===== config.mk =====
export PLATFORM = sky130hd
export DESIGN_NAME = mat_vec_loader
export DESIGN_NICKNAME = d
export VERILOG_FILES = /design/src/rtl/mat_vec_loader_pkg.sv /design/src/rtl/mat_vec_loader_byte_packer.sv /design/src/rtl/mat_vec_loader.sv
export SDC_FILE = /design/constraint.sdc
export NUM_CORES = 1
export LEC_CHECK = 0
export BUFFER_PORTS_ARGS = -buffer_cell sky130_fd_sc_hd__buf_2
export CAP_MARGIN = 10
export CORE_ASPECT_RATIO = 0.7
export CORE_MARGIN = 2
export CORE_UTILIZATION = 50
export DETAILED_ROUTE_END_ITERATION = 8
export PLACE_DENSITY = 0.73
export SYNTH_ARGS = -nofsm -noshare
export SYNTH_HDL_FRONTEND = slang
export SYNTH_SLANG_ARGS = --single-unit

===== constraint.sdc =====
create_clock -name i_clk -period 3.8 [get_ports i_clk]
set_clock_uncertainty 0.1 [all_clocks]
set_input_delay 0.38 -clock i_clk [delete_from_list [all_inputs] [get_ports i_clk]]
set_output_delay 0.38 -clock i_clk [all_outputs]
set_load 0.02 [all_outputs]

===== src/rtl/mat_vec_loader_pkg.sv =====
// rtl/mat_vec_loader_pkg.sv - shared states, default geometry and lane convention for the GF(256) loader
package mat_vec_loader_pkg;

  localparam int DEF_MAT_ROW_SIZE_BYTES = 8;
  localparam int DEF_MAT_COL_SIZE_BYTES = 8;
  localparam int DEF_VEC_SIZE_BYTES     = 8;
  localparam int DEF_N_GF               = 2;
  localparam int DEF_PROC_SIZE          = DEF_N_GF * 8;
  localparam int DEF_MAT_WORDS          = DEF_MAT_ROW_SIZE_BYTES * DEF_MAT_COL_SIZE_BYTES / DEF_N_GF;
  localparam int DEF_VEC_WORDS          = DEF_VEC_SIZE_BYTES / DEF_N_GF;

  typedef enum logic [2:0] {
    S_IDLE,
    S_LOAD_MAT,
    S_LOAD_VEC,
    S_FLUSH,
    S_START,
    S_WAIT_MUL,
    S_DONE
  } state_t;

  // Lane 0 sits in the most significant byte; the multiplier slices words the same way.
  function automatic int lane_lsb(input int lane, input int proc_size);
    return proc_size - 8 * lane - 8;
  endfunction

  function automatic int addr_width(input int depth);
    return (depth > 1) ? $clog2(depth) : 1;
  endfunction

endpackage


===== src/rtl/mat_vec_loader_byte_packer.sv =====
// rtl/mat_vec_loader_byte_packer.sv - packs N_GF accepted bytes into one PROC_SIZE-bit word
module mat_vec_loader_byte_packer
  import mat_vec_loader_pkg::*;
#(
  parameter int N_GF      = DEF_N_GF,
  parameter int PROC_SIZE = N_GF * 8
) (
  input  logic                 i_clk,
  input  logic                 i_rst,
  input  logic                 i_clear,
  input  logic                 i_accept,
  input  logic [7:0]           i_data,
  output logic [PROC_SIZE-1:0] o_word,
  output logic                 o_word_valid
);

  localparam int CNT_W = (N_GF > 1) ? $clog2(N_GF) : 1;

  logic [CNT_W-1:0]     byte_cnt;
  logic [PROC_SIZE-1:0] pack_q;
  logic                 last_byte;

  assign last_byte    = (byte_cnt == CNT_W'(N_GF - 1));
  assign o_word_valid = i_accept && last_byte;

  // The completed word includes the byte being accepted, so the write can issue next cycle.
  always_comb begin
    o_word = pack_q;
    for (int j = 0; j < N_GF; j++) begin
      if (byte_cnt == CNT_W'(j)) begin
        o_word[lane_lsb(j, PROC_SIZE) +: 8] = i_data;
      end
    end
  end

  always_ff @(posedge i_clk or posedge i_rst) begin
    if (i_rst) begin
      byte_cnt <= '0;
      pack_q   <= '0;
    end else if (i_clear) begin
      byte_cnt <= '0;
      pack_q   <= '0;
    end else if (i_accept) begin
      pack_q   <= o_word;
      byte_cnt <= last_byte ? '0 : byte_cnt + CNT_W'(1);
    end
  end

endmodule


===== src/rtl/mat_vec_loader.sv =====
// rtl/mat_vec_loader.sv - byte-stream front end filling matrix/vector memories and starting the GF(256) multiplier
module mat_vec_loader
  import mat_vec_loader_pkg::*;
#(
  parameter int MAT_ROW_SIZE_BYTES = DEF_MAT_ROW_SIZE_BYTES,
  parameter int MAT_COL_SIZE_BYTES = DEF_MAT_COL_SIZE_BYTES,
  parameter int VEC_SIZE_BYTES     = DEF_VEC_SIZE_BYTES,
  parameter int N_GF               = DEF_N_GF,
  parameter int PROC_SIZE          = N_GF * 8,
  parameter int MAT_WORDS          = MAT_ROW_SIZE_BYTES * MAT_COL_SIZE_BYTES / N_GF,
  parameter int VEC_WORDS          = VEC_SIZE_BYTES / N_GF,
  parameter int MAT_AW             = addr_width(MAT_WORDS),
  parameter int VEC_AW             = addr_width(VEC_WORDS)
) (
  input  logic                 i_clk,
  input  logic                 i_rst,
  input  logic                 i_load,
  input  logic [7:0]           i_data,
  input  logic                 i_valid,
  output logic                 o_ready,
  output logic [MAT_AW-1:0]    o_mat_addr,
  output logic [PROC_SIZE-1:0] o_mat_data,
  output logic                 o_mat_wen,
  output logic [VEC_AW-1:0]    o_vec_addr,
  output logic [PROC_SIZE-1:0] o_vec_data,
  output logic                 o_vec_wen,
  output logic                 o_mul_start,
  input  logic                 i_mul_done,
  output logic                 o_busy,
  output logic                 o_done
);

  localparam int CNT_W = (MAT_AW > VEC_AW) ? MAT_AW : VEC_AW;

  state_t               state_q, state_d;
  logic [CNT_W-1:0]     word_cnt;
  logic                 accept;
  logic [PROC_SIZE-1:0] pk_word;
  logic                 pk_word_valid;
  logic                 mat_last, vec_last;

  assign accept   = i_valid && o_ready;
  assign mat_last = pk_word_valid && (state_q == S_LOAD_MAT) && (word_cnt == CNT_W'(MAT_WORDS - 1));
  assign vec_last = pk_word_valid && (state_q == S_LOAD_VEC) && (word_cnt == CNT_W'(VEC_WORDS - 1));

  mat_vec_loader_byte_packer #(
    .N_GF      (N_GF),
    .PROC_SIZE (PROC_SIZE)
  ) u_packer (
    .i_clk        (i_clk),
    .i_rst        (i_rst),
    .i_clear      (state_q == S_IDLE),
    .i_accept     (accept),
    .i_data       (i_data),
    .o_word       (pk_word),
    .o_word_valid (pk_word_valid)
  );

  always_ff @(posedge i_clk or posedge i_rst) begin
    if (i_rst) begin
      state_q <= S_IDLE;
    end else begin
      state_q <= state_d;
    end
  end

  always_comb begin
    state_d     = state_q;
    o_ready     = 1'b0;
    o_mul_start = 1'b0;
    o_done      = 1'b0;
    o_busy      = 1'b1;
    case (state_q)
      S_IDLE: begin
        o_busy = 1'b0;
        if (i_load) state_d = S_LOAD_MAT;
      end
      S_LOAD_MAT: begin
        o_ready = 1'b1;
        if (mat_last) state_d = S_LOAD_VEC;
      end
      S_LOAD_VEC: begin
        o_ready = 1'b1;
        if (vec_last) state_d = S_FLUSH;
      end
      S_FLUSH: state_d = S_START;
      S_START: begin
        o_mul_start = 1'b1;
        state_d     = S_WAIT_MUL;
      end
      S_WAIT_MUL: begin
        if (i_mul_done) state_d = S_DONE;
      end
      S_DONE: begin
        o_done  = 1'b1;
        state_d = S_IDLE;
      end
      default: state_d = S_IDLE;
    endcase
  end

  // Write strobes pulse for one cycle; address/data hold their last value in between.
  always_ff @(posedge i_clk or posedge i_rst) begin
    if (i_rst) begin
      word_cnt   <= '0;
      o_mat_wen  <= 1'b0;
      o_mat_addr <= '0;
      o_mat_data <= '0;
      o_vec_wen  <= 1'b0;
      o_vec_addr <= '0;
      o_vec_data <= '0;
    end else begin
      o_mat_wen <= 1'b0;
      o_vec_wen <= 1'b0;
      case (state_q)
        S_IDLE: word_cnt <= '0;
        S_LOAD_MAT: begin
          if (pk_word_valid) begin
            o_mat_wen  <= 1'b1;
            o_mat_addr <= word_cnt[MAT_AW-1:0];
            o_mat_data <= pk_word;
            word_cnt   <= mat_last ? '0 : word_cnt + CNT_W'(1);
          end
        end
        S_LOAD_VEC: begin
          if (pk_word_valid) begin
            o_vec_wen  <= 1'b1;
            o_vec_addr <= word_cnt[VEC_AW-1:0];
            o_vec_data <= pk_word;
            word_cnt   <= vec_last ? '0 : word_cnt + CNT_W'(1);
          end
        end
        default: ;
      endcase
    end
  end

endmodule

==> impl_results.rst, run 1 <==
.. list-table::
   :header-rows: 1

   * - Metric
     - Value
   * - Synthesized-area fraction occupied by and/or/nand/nor cells
     - 0.125
   * - Critical R2R Launch
     - state_q[2]
   * - Hold/Removal Path Class
     - primary input to asynchronous set/reset pin
   * - Worst stage delay on the critical path
     - 580 ps
   * - Share of cells above drive strength 1
     - 0.282
   * - Worst Path Required
     - 3960 ps
   * - Period utilization
     - 0.590
   * - Number of flops mapped to enable cells by yosys
     - 0
   * - Fraction of met2 tracks used by global routing
     - 0.278
   * - Synthesized cell area
     - 2780 sq um
   * - Internal power summed over all cells
     - 1790 uW
   * - Synth Area in Adders
     - 0.00901
   * - Unrepaired setup endpoints after global routing
     - false
   * - Layout area overhead
     - 18.6%
   * - GR Util All Layers
     - 0.225
   * - Switching power
     - 1300 uW
   * - Number of buffers inserted during clock tree synthesis
     - 9
   * - Area fraction in compound gates after synthesis
     - 0.145
   * - Cells after Synth
     - 254
   * - Critical Path AT
     - 2410 ps
   * - Crit. Startpoint
     - state_q[2]
   * - Number of warnings printed during yosys synthesis
     - 0
   * - Maximum number of pins on one net before global-route repair
     - 38
   * - Portion of total power attributed to combinational logic
     - 0.417
   * - Setup TNS Final
     - 0 ps
   * - Result of the run
     - finished clean
   * - Syn nets
     - 269
   * - Final critical-path required period
     - 2240 ps
   * - Final #Nets
     - 326
   * - CP startpoint kind
     - register
   * - Number of maximum-capacitance violations
     - 0
   * - H-Tree Depth
     - 3
   * - Critical path fanouts, max
     - 25
   * - Wire per inst
     - 15.8 um
   * - Clock insertion delay at the later pin of the skew report
     - 350 ps
   * - Die Width
     - 93.1 um
   * - Initial antenna violation count
     - 0
   * - Global-route track usage on met1
     - 0.352
   * - Avg Inst Size Synth
     - 10.9 sq um
   * - Number of hold-slack violations in the final timing report
     - 0
   * - GR Overflow Total
     - 0
   * - CTS tree
     - done
   * - Number of vias in the routed layout
     - 2,043
   * - Sequential share of power
     - 0.391
   * - Upper clock frequency limit
     - 446 MHz
   * - Number of max-slew violations in the final report
     - 0
   * - Power Density
     - 939 nW/um^2
   * - Root buffer cell
     - sky130_fd_sc_hd__clkbuf_8
   * - Cell Rows
     - 22
   * - Total of cells resized after clock tree synthesis
     - 0
   * - Switching power as a share of total power
     - 0.421
   * - Xor/xnor share of the synthesized area
     - 0
   * - Register bit count reported by yosys
     - 66
   * - Initial DRC Count
     - 133
   * - Num ports
     - 58
   * - Count of final setup violators
     - 0
   * - Clock sinks
     - 66
   * - Worst setup slack after layout
     - 1560 ps
   * - Multiplexer fraction of the synthesized cell area
     - 0.0901
   * - Register area share after synthesis
     - 0.595
   * - Number of port buffers
     - 57
   * - Met3 Resource Use GR
     - 0.0741
   * - Startpoint-to-endpoint class of the critical path
     - register to register
   * - Primary FF master, synth
     - sky130_fd_sc_hd__dfrtp_1
   * - Core outline area
     - 5310 sq um
   * - Static Leak
     - 0.00164 uW
   * - Setup fix buffers added after clock tree synthesis
     - 0
   * - Most common cell after layout, fill and taps aside
     - sky130_fd_sc_hd__dfrtp_1
   * - Wire length of the first global-routing pass
     - 10,100 um
   * - Clock share of power
     - 0.191
   * - Residual antenna-violating net count after detailed routing
     - 0
   * - Die height
     - 66.4 um
   * - Highest ir drop seen on vdd
     - 0.000303 V
   * - Busiest metal layer after global routing
     - met1
   * - HPWL after DPL
     - 4330 um
   * - Area of the die
     - 6180 sq um
   * - Routability-driven placement congestion ratio
     - 0.864
   * - Post-CTS Hold Fix Bufs
     - 0
   * - Routed via count divided by cell count
     - 5.27
   * - Dominant combinational cell family by area after synthesis
     - compound AO/OA/AOI/OAI gates
   * - Fraction of registers with async set/reset
     - 1.00
   * - Ant. Diodes
     - 0
   * - Clock transition at the registers of the reported paths
     - 70 ps
   * - Element type at the critical path end
     - register
   * - Via count of the first global-routing pass
     - 1,909
   * - DRC violation count after routing
     - 0
   * - Number of different library cells in the post-synthesis netlist
     - 36
   * - CP Cell Sequence
     - nand3b_1 -> nor2_2 -> buf_4 -> nor2_1 -> a21oi_1
   * - Initial core utilization
     - 0.523
   * - Highest-count cells in the layout ignoring fill and taps
     - sky130_fd_sc_hd__dfrtp_1, sky130_fd_sc_hd__buf_2, sky130_fd_sc_hd__nor2_1
   * - Sum of routed wire length over all layers
     - 6110 um
   * - Worst slack at placement
     - 1590 ps
   * - Count of TritonRoute iterations in the first routing pass
     - 4
   * - Headroom to the max-slew limit
     - 0.493
   * - Tightest Pin Transition
     - 759 ps
   * - Deepest clock path buffer count
     - 2
   * - Highest-delay cell along the critical path
     - sky130_fd_sc_hd__nor2_2
   * - Layout filler cell count
     - 449
-- worst max-delay path, delay by kind of cell, from the launching register on --
family | cells | cell delay [ps]
buf+inv | 1 | 380
flops | 1 | 530
simple gates | 3 | 1000
compound gates | 1 | 140
-- logic make-up (layout without fill, tap and decap cells) --
family                   Yosys count  in the layout
flip-flops                        66             66
AO/OA/AOI/OAI                     67             67
AND/OR/NAND/NOR                   77             77
adder cells (fa/ha/maj)            2              2
buffers and inverters             18             80
multiplexers                      24             24
-- path summary, 6_finish.rpt --
path	to	slack (ps)	cells after the start
max	o_mat_data[5]	1560	5
max in group asynchronous	o_mat_data[7]	2680	3
min reg2reg	u_packer.pack_q[12]	400	1
max reg2reg	o_mat_data[5]	1560	5
min	o_mat_addr[4]	60	2
min in group i_clk	u_packer.pack_q[7]	190	3
-- power by group through the flow --
stage                     clock, uW  sequential, uW  combinational (uW)
final                           592            1210                1290
after global routing            637            1250                1430
after CTS                       602            1210                1300
after detailed placement          0            1220                1290
after global placement            0            1210                1260
after floorplan                   0            1420                 681
-- cell usage after synthesis (all sizes together), types with 2 or more instances --
library cell / number / area, sq um
mux2i: 16 / 160
or2: 2 / 12.5
and3: 2 / 12.5
nor2: 41 / 161
nand2b: 4 / 25.0
mux2: 8 / 90.1
a21oi: 36 / 188
o22ai: 2 / 12.5
nand2: 20 / 75.1
dfrtp: 66 / 1650
ha: 2 / 25.0
a22o: 10 / 87.6
o21ai: 11 / 55.1
buf: 14 / 86.3
a31oi: 3 / 18.8
inv: 4 / 15.0
-- state kept, by name (all words and copies together) (netlist names) --
name and cells:
o_mat_wen 1, word_cnt 5, o_vec_addr 2, state_q 3, o_vec_wen 1, o_mat_data 16, o_mat_addr 5, u_packer.byte_cnt 1
o_vec_data 16, u_packer.pack_q 16
-- through the flow --
stage,total power [uW],hold WS [ps],cells,area [sq um],util
after detailed placement,2510,375,372,3090,0.582
final,3090,63.5,388,3290,0.620
after floorplan,2100,366,254,2780,-
after global placement,2470,366,372,3090,0.582
after CTS,3110,97.4,388,3290,0.620
after global routing,3320,132,388,3290,0.620
-- cell type report --
| class | count | area (sq um) | share of cell area |
|---|---|---|---|
| sequential | 66 | 1650 | 0.501 |
| multi-input combinational | 170 | 1030 | 0.312 |
| timing repair buffer | 60 | 308 | 0.0934 |
| clock buffer | 10 | 138 | 0.0418 |
| tap | 72 | 90.1 | 0.0273 |
| clock inverter | 6 | 65.1 | 0.0197 |
| inverter | 4 | 15.0 | 0.00456 |
-- per-layer routing --
| layer | share of wire | up-vias |
|---|---|---|
| li1 | - | 997 |
| met1 | 0.48 | 955 |
| met2 | 0.42 | 82 |
| met3 | 0.082 | 9 |
| met4 | 0.018 | 0 |
| met5 | 0 | - |
(Power assumes the default switching activity.)
==> inputs of run 2 (changes only) <==
==> constraint.sdc (replaced) <==
create_clock -name i_clk -period 2.3 [get_ports i_clk]
set_clock_uncertainty 0.1 [all_clocks]
set_input_delay 0.23 -clock i_clk [delete_from_list [all_inputs] [get_ports i_clk]]
set_output_delay 0.23 -clock i_clk [all_outputs]
set_load 0.02 [all_outputs]
==> run 2 against run 1 <==
Worst hold slack worse by 24 ps. Clock-buffer cell count is 1 higher. Sequential power is 63% higher. Core utilization is 1.4 points higher. Critical path type unchanged.
==> impl_results.rst, run 2 (synthesis gave the netlist of run 1 again) <==
.. list-table::
   :header-rows: 1

   * - Metric
     - Value
   * - Wire length of the first global-routing pass
     - 10,500 um
   * - Static Leak
     - 0.00168 uW
   * - Worst Path Required
     - 2450 ps
   * - Clock share of power
     - 0.201
   * - Deepest clock path buffer count
     - 2
   * - Global-route track usage on met1
     - 0.342
   * - Logic depth of the worst register-to-register path
     - 5
   * - Sum of routed wire length over all layers
     - 6220 um
   * - Maximum number of pins on one net before global-route repair
     - 30
   * - Share of cells above drive strength 1
     - 0.287
   * - Critical path fanouts, max
     - 18
   * - Startpoint-to-endpoint class of the critical path
     - register to register
   * - Setup TNS Final
     - 0 ps
   * - Clock insertion delay at the later pin of the skew report
     - 330 ps
   * - H-Tree Depth
     - 3
   * - Worst stage delay on the critical path
     - 500 ps
   * - Power Density
     - 1550 nW/um^2
   * - Number of cells on the worst hold path
     - 3
   * - Unrepaired setup endpoints after global routing
     - false
   * - Routability-driven placement congestion ratio
     - 0.879
   * - Switching power
     - 2130 uW
   * - Worst min-delay path endpoint
     - u_packer.pack_q[4]
   * - Tightest Pin Transition
     - 650 ps
   * - Upper clock frequency limit
     - 524 MHz
   * - Residual antenna-violating net count after detailed routing
     - 0
   * - Critical Path AT
     - 2060 ps
   * - Count of final setup violators
     - 0
   * - Ant. Diodes
     - 0
   * - DRC violation count after routing
     - 0
   * - GR Util All Layers
     - 0.231
   * - Switching power as a share of total power
     - 0.408
   * - Critical R2R Launch
     - state_q[2]
   * - Die Width
     - 93.1 um
   * - Largest delay share family, worst path
     - simple AND/OR/NAND/NOR gates
   * - Total of cells resized after clock tree synthesis
     - 0
   * - Highest ir drop seen on vdd
     - 0.000714 V
   * - Area of the die
     - 6180 sq um
   * - Top Registers
     - o_mat_data (16), o_vec_data (16), u_packer.pack_q (16)
   * - Wire per inst
     - 15.8 um
   * - Number of vias in the routed layout
     - 2,082
   * - Placed Cells incl. Taps
     - 377
   * - Final critical-path required period
     - 1910 ps
   * - Number of buffers inserted during clock tree synthesis
     - 9
   * - Die height
     - 66.4 um
   * - Most common cell after layout, fill and taps aside
     - sky130_fd_sc_hd__dfrtp_1
   * - Result of the run
     - finished clean
   * - Worst Path Buf+Inv
     - 1
   * - Sequential share of power
     - 0.377
   * - Number of hold-slack violations in the final timing report
     - 0
   * - Busiest metal layer after global routing
     - met1
   * - Register-to-register setup slack
     - 390 ps
   * - Core outline area
     - 5310 sq um
   * - Initial antenna violation count
     - 0
   * - Number of max-slew violations in the final report
     - 0
   * - GR Overflow Total
     - 0
   * - Count of TritonRoute iterations in the first routing pass
     - 4
   * - Portion of total power attributed to combinational logic
     - 0.421
   * - Worst r2r dst
     - o_mat_data[2]
   * - Number of maximum-capacitance violations
     - 0
   * - Num ports
     - 58
   * - Via count of the first global-routing pass
     - 1,961
   * - Clock sinks
     - 66
   * - Hold/Removal Path Class
     - primary input to register
   * - Startpoint of the tightest hold check path
     - i_data[4]
   * - Headroom to the max-slew limit
     - 0.567
   * - Highest-delay cell along the critical path
     - sky130_fd_sc_hd__nor2_2
   * - Root buffer cell
     - sky130_fd_sc_hd__clkbuf_8
   * - Clock transition at the registers of the reported paths
     - 70 ps
   * - Highest-count cells in the layout ignoring fill and taps
     - sky130_fd_sc_hd__dfrtp_1, sky130_fd_sc_hd__buf_2, sky130_fd_sc_hd__nor2_1
   * - Routed via count divided by cell count
     - 5.30
   * - Final core occ
     - 0.634
   * - Final #Nets
     - 332
   * - CP Cell Sequence
     - nand3b_1 -> nor2_2 -> buf_4 -> nor2_1 -> a21oi_1
   * - HPWL after DPL
     - 4630 um
   * - Initial DRC Count
     - 190
   * - Layout area overhead
     - 21.3%
   * - Period utilization
     - 0.830
   * - Cell Rows
     - 22
   * - Fraction of met2 tracks used by global routing
     - 0.316
   * - CTS tree
     - done
   * - Non-filler cells in the finished layout
     - 393
   * - Initial core utilization
     - 0.523
   * - Internal power summed over all cells
     - 3090 uW
   * - Number of port buffers
     - 57
   * - CP startpoint kind
     - register
   * - Met3 Resource Use GR
     - 0.0844
   * - Element type at the critical path end
     - register
==> run 2: layout make-up <==
type | instances | area [sq um]
clock inverter | 4 | 76.3
multi-input combinational | 170 | 1030
inverter | 4 | 15.0
clock buffer | 11 | 141
sequential | 66 | 1650
fill | 444 | 1940
tap | 72 | 90.1
timing repair buffer | 66 | 368
==> run 2: worst max path at each step <==
stage	startpoint	endpoint	slack [ps]	depth (start not counted)
after floorplan	i_rst	o_mat_addr[0]	320	1
after CTS	state_q[2]	o_mat_data[2]	370	5
final	state_q[2]	o_mat_data[2]	390	5
after global placement	word_cnt[0]	word_cnt[3]	510	6
after global routing	state_q[2]	o_mat_data[2]	200	5
after detailed placement	state_q[2]	o_mat_data[2]	400	5
==> run 2: timing repair <==
item	CTS	global route
hold buffers	1	0
buffers inserted	0	0
endpoints found under the setup margin	0	0
hold endpoints to repair	26	0
==> run 2: per-layer routing <==
metal / vias up / share of wire / wire (um)
met2: 65 / 0.43 / 2660
met5: - / 0 / 0
li1: 1009 / - / -
met4: 0 / 0.013 / 78
met1: 999 / 0.51 / 3150
met3: 9 / 0.053 / 331
==> run 2: worst register-to-register path, cell delays in order (launching register included) <==
cell                       delay, ps
sky130_fd_sc_hd__dfrtp_1         410
sky130_fd_sc_hd__nand3b_1        300
sky130_fd_sc_hd__nor2_2          500
sky130_fd_sc_hd__buf_4           320
sky130_fd_sc_hd__nor2_1           80
sky130_fd_sc_hd__a21oi_1         130
==> run 2: through the flow <==
stage	instance area (sq um)	hold slack, ps	power (uW)	setup WS (ps)
6_report	3370	39.0	5220	390
5_1_grt	3370	30.9	5600	199
4_1_cts	3370	35.7	5250	371
3_5_place_dp	3140	247	4190	402
3_3_place_gp	3140	251	4110	509
2_1_floorplan	2780	247	3470	315
==> run 2: power groups by stage <==
stage | Sequential (uW) | Combinational, uW | Clock, uW
2_1_floorplan | 2340 | 1130 | 0
3_3_place_gp | 1970 | 2140 | 0
3_5_place_dp | 1990 | 2200 | 0
4_1_cts | 1970 | 2210 | 1070
5_1_grt | 2040 | 2410 | 1150
6_report | 1970 | 2200 | 1050
==> inputs of run 3 (changes only) <==
--- a/config.mk
+++ b/config.mk
@@ -5,13 +5,14 @@
 export SDC_FILE = /design/constraint.sdc
 export NUM_CORES = 1
 export LEC_CHECK = 0
+export ABC_AREA = 1
 export BUFFER_PORTS_ARGS = -buffer_cell sky130_fd_sc_hd__buf_2
 export CAP_MARGIN = 10
 export CORE_ASPECT_RATIO = 0.7
 export CORE_MARGIN = 2
-export CORE_UTILIZATION = 50
+export CORE_UTILIZATION = 49
 export DETAILED_ROUTE_END_ITERATION = 8
-export PLACE_DENSITY = 0.73
+export PLACE_DENSITY = 0.74
 export SYNTH_ARGS = -nofsm -noshare
 export SYNTH_HDL_FRONTEND = slang
 export SYNTH_SLANG_ARGS = --single-unit
==> constraint.sdc (replaced) <==
create_clock -name i_clk -period 1.6 [get_ports i_clk]
set_clock_uncertainty 0.1 [all_clocks]
set_input_delay 0.16 -clock i_clk [delete_from_list [all_inputs] [get_ports i_clk]]
set_output_delay 0.16 -clock i_clk [all_outputs]
set_load 0.02 [all_outputs]
==> run 3 against run 2 <==
The flow now finishes with violations (setup timing). Clock-buffer cell count decreased by 1. Worst hold slack better by 40 ps. Die area is 7.2% higher. Critical endpoint is now word_cnt[3].
==> impl_results.rst, run 3 <==
.. list-table::
   :header-rows: 1

   * - Metric
     - Value
   * - Result of the run
     - complete, but fails checks
   * - Violations in the final reports
     - setup timing
   * - Unrepaired setup endpoints after global routing
     - true
   * - Clock transition at the registers of the reported paths
     - 70 ps
   * - Highest ir drop seen on vdd
     - 0.000787 V
   * - Sum of routed wire length over all layers
     - 8590 um
   * - Initial core utilization
     - 0.509
   * - Hold/Removal Path Class
     - primary input to register
   * - Area of the die
     - 6620 sq um
   * - Deepest clock path buffer count
     - 2
   * - H-Tree Depth
     - 3
   * - Headroom to the max-slew limit
     - 0.684
   * - Top cells by count, synth
     - sky130_fd_sc_hd__nand2_1, sky130_fd_sc_hd__dfrtp_1, sky130_fd_sc_hd__o21ai_2
   * - Highest-delay cell along the critical path
     - sky130_fd_sc_hd__dfrtp_1
   * - Power Density
     - 1890 nW/um^2
   * - Clock sinks
     - 66
   * - CTS tree
     - done
   * - Register bit count reported by yosys
     - 66
   * - Number of buffers inserted during clock tree synthesis
     - 9
   * - Element type at the critical path end
     - register
   * - Residual antenna-violating net count after detailed routing
     - 0
   * - Clock insertion delay at the later pin of the skew report
     - 360 ps
   * - Cells after Synth
     - 293
   * - Highest-count cells in the layout ignoring fill and taps
     - sky130_fd_sc_hd__dfrtp_1, sky130_fd_sc_hd__buf_2, sky130_fd_sc_hd__o21ai_2
   * - DRC violation count after routing
     - 0
   * - Startpoint-to-endpoint class of the critical path
     - register to register
   * - Routed via count divided by cell count
     - 5.47
   * - Primary FF master, synth
     - sky130_fd_sc_hd__dfrtp_1
   * - Count of TritonRoute iterations in the first routing pass
     - 4
   * - Number of vias in the routed layout
     - 2,646
   * - Cell Rows
     - 23
   * - CP Cell Sequence
     - ha_2 -> nand2_2 -> nor2_2 -> ha_2 -> inv_2 -> o31ai_4 -> nand2_2 -> nand3_2 -> nand2_2
   * - Routability-driven placement congestion ratio
     - 0.824
   * - Count of final setup violators
     - 51
   * - Biggest area consumer among synthesized cells
     - sky130_fd_sc_hd__dfrtp_1
   * - Critical Path AT
     - 1910 ps
   * - Number of hold-slack violations in the final timing report
     - 0
   * - Via count of the first global-routing pass
     - 2,280
   * - Register area share after synthesis
     - 0.564
   * - Fraction of registers with async set/reset
     - 1.00
   * - Leading cell types by total area after synthesis
     - sky130_fd_sc_hd__dfrtp_1, sky130_fd_sc_hd__o21ai_2, sky130_fd_sc_hd__nand2_1, sky130_fd_sc_hd__o21ai_0, sky130_fd_sc_hd__inv_1
   * - GR Util All Layers
     - 0.235
   * - Worst stage delay on the critical path
     - 380 ps
   * - Number of max-slew violations in the final report
     - 0
   * - Die height
     - 68.7 um
   * - Number of flops mapped to enable cells by yosys
     - 0
   * - Upper clock frequency limit
     - 566 MHz
   * - Number of warnings printed during yosys synthesis
     - 0
   * - Number of maximum-capacitance violations
     - 0
   * - Die Width
     - 96.4 um
   * - Avg Inst Size Synth
     - 9.99 sq um
   * - Number of port buffers
     - 57
   * - Critical path fanouts, max
     - 5
   * - Top Registers
     - o_mat_data (16), o_vec_data (16), u_packer.pack_q (16)
   * - Num ports
     - 58
   * - Register-to-register setup slack
     - -170 ps
   * - Worst slack at placement
     - -137 ps
   * - Dominant cell by count in the synthesized netlist
     - sky130_fd_sc_hd__nand2_1
   * - Share of the synthesized area in the top cell type
     - 0.564
   * - Share of cells above drive strength 1
     - 0.570
   * - Placed Cells incl. Taps
     - 440
   * - Period utilization
     - 1.10
   * - Static Leak
     - 0.00214 uW
   * - GR Overflow Total
     - 0
   * - Worst setup slack after layout
     - -167 ps
   * - Layout area overhead
     - 50.2%
   * - Wire length of the first global-routing pass
     - 11,400 um
   * - Syn nets
     - 308
   * - Most common cell after layout, fill and taps aside
     - sky130_fd_sc_hd__dfrtp_1
   * - Final #Nets
     - 419
   * - Wire per inst
     - 17.7 um
   * - Root buffer cell
     - sky130_fd_sc_hd__clkbuf_8
   * - Maximum number of pins on one net before global-route repair
     - 67
   * - Worst Path Required
     - 1740 ps
   * - Synthesized cell area
     - 2930 sq um
   * - Initial DRC Count
     - 246
   * - Ant. Diodes
     - 0
   * - Initial antenna violation count
     - 0
   * - Non-filler cells in the finished layout
     - 484
   * - Number of different library cells in the post-synthesis netlist
     - 26
   * - Tightest Pin Transition
     - 471 ps
   * - CP dominant cell by count
     - sky130_fd_sc_hd__nand2_2
   * - Core outline area
     - 5760 sq um
   * - Final critical-path required period
     - 1770 ps
   * - CP startpoint kind
     - register
   * - HPWL after DPL
     - 4360 um
-- run 3: changes by cell type after synthesis, moves of 14 or more --
| cell | change |
|---|---|
| sky130_fd_sc_hd__nand3_1 | +14 |
| sky130_fd_sc_hd__nor2_1 | -32 |
| sky130_fd_sc_hd__inv_1 | +21 |
| sky130_fd_sc_hd__o21ai_2 | +34 |
| sky130_fd_sc_hd__a21oi_1 | -31 |
| sky130_fd_sc_hd__nand2_1 | +54 |
-- run 3: power breakdown --
part	internal, uW	switching (uW)	leakage (uW)	total (uW)
Sequential	2220	465	0.000890	2690
Clock	764	680	0.000103	1440
Combinational	1780	2410	0.00114	4190
-- run 3: worst paths after layout --
check,from,endpoint,cells after the start
setup / recovery,word_cnt[0],word_cnt[3],9
hold / removal,i_data[1],o_vec_data[9],3
setup reg to reg,word_cnt[0],word_cnt[3],9
hold reg to reg,o_vec_data[10],o_vec_data[10],2
max in group asynchronous,i_rst,state_q[1],4
min in group asynchronous,i_rst,o_vec_data[1],4
-- run 3: final cells by class --
type                       instances  area [sq um]
clock inverter                     6          65.1
fill                             359          1360
inverter                          26           109
sequential                        66          1660
clock buffer                      10           138
tap                               75          93.8
multi-input combinational        193          1470
timing repair buffer             108           870
-- run 3: worst max-delay path: cells and delay by family, from the launching register on --
family,cells,cell delay (ps)
AO/OA/AOI/OAI,1,270
flip-flops,1,380
AND/OR/NAND/NOR,5,440
adder cells (fa/ha/maj),2,410
buffers and inverters,1,50
-- run 3: per-stage QoR --
| step | hold WS (ps) | instance area [sq um] | TNS [ps] | total power, uW | utilization |
|---|---|---|---|---|---|
| floorplan | 204 | 2960 | -359 | 4560 | - |
| global placement | 177 | 3480 | -222 | 5620 | 0.605 |
| detailed placement | 181 | 3480 | -842 | 5700 | 0.605 |
| CTS | 86.3 | 3890 | -271 | 7420 | 0.676 |
| global route | 96.2 | 4400 | -5560 | 8780 | 0.764 |
| finish | 79.2 | 4400 | -2330 | 8320 | 0.764 |
-- run 3: cell families after synthesis --
group	share of synthesized area
buffers and inverters	0.0718
DFF	0.564
muxes	0.0274
AOI/OAI and AO/OA	0.172
adders and majority gates	0.00855
and+or+nand+nor	0.156
-- run 3: what timing repair did --
action | 4_1_cts | 5_1_grt
cloned | 3 | 6
hold buffers | 1 | 0
hold endpoints to repair | 66 | 0
endpoints found under the setup margin | 31 | 59
pin swaps | 5 | 11
gates resized for setup | 24 | 88
buffers inserted | 7 | 11
-- run 3: layer usage --
layer	part of all wire	up-vias	global-route usage
met1	0.44	1305	0.312
met5	0	-	0
li1	-	1216	-
met2	0.48	109	0.360
met4	0.018	0	0.0951
met3	0.065	16	0.0772
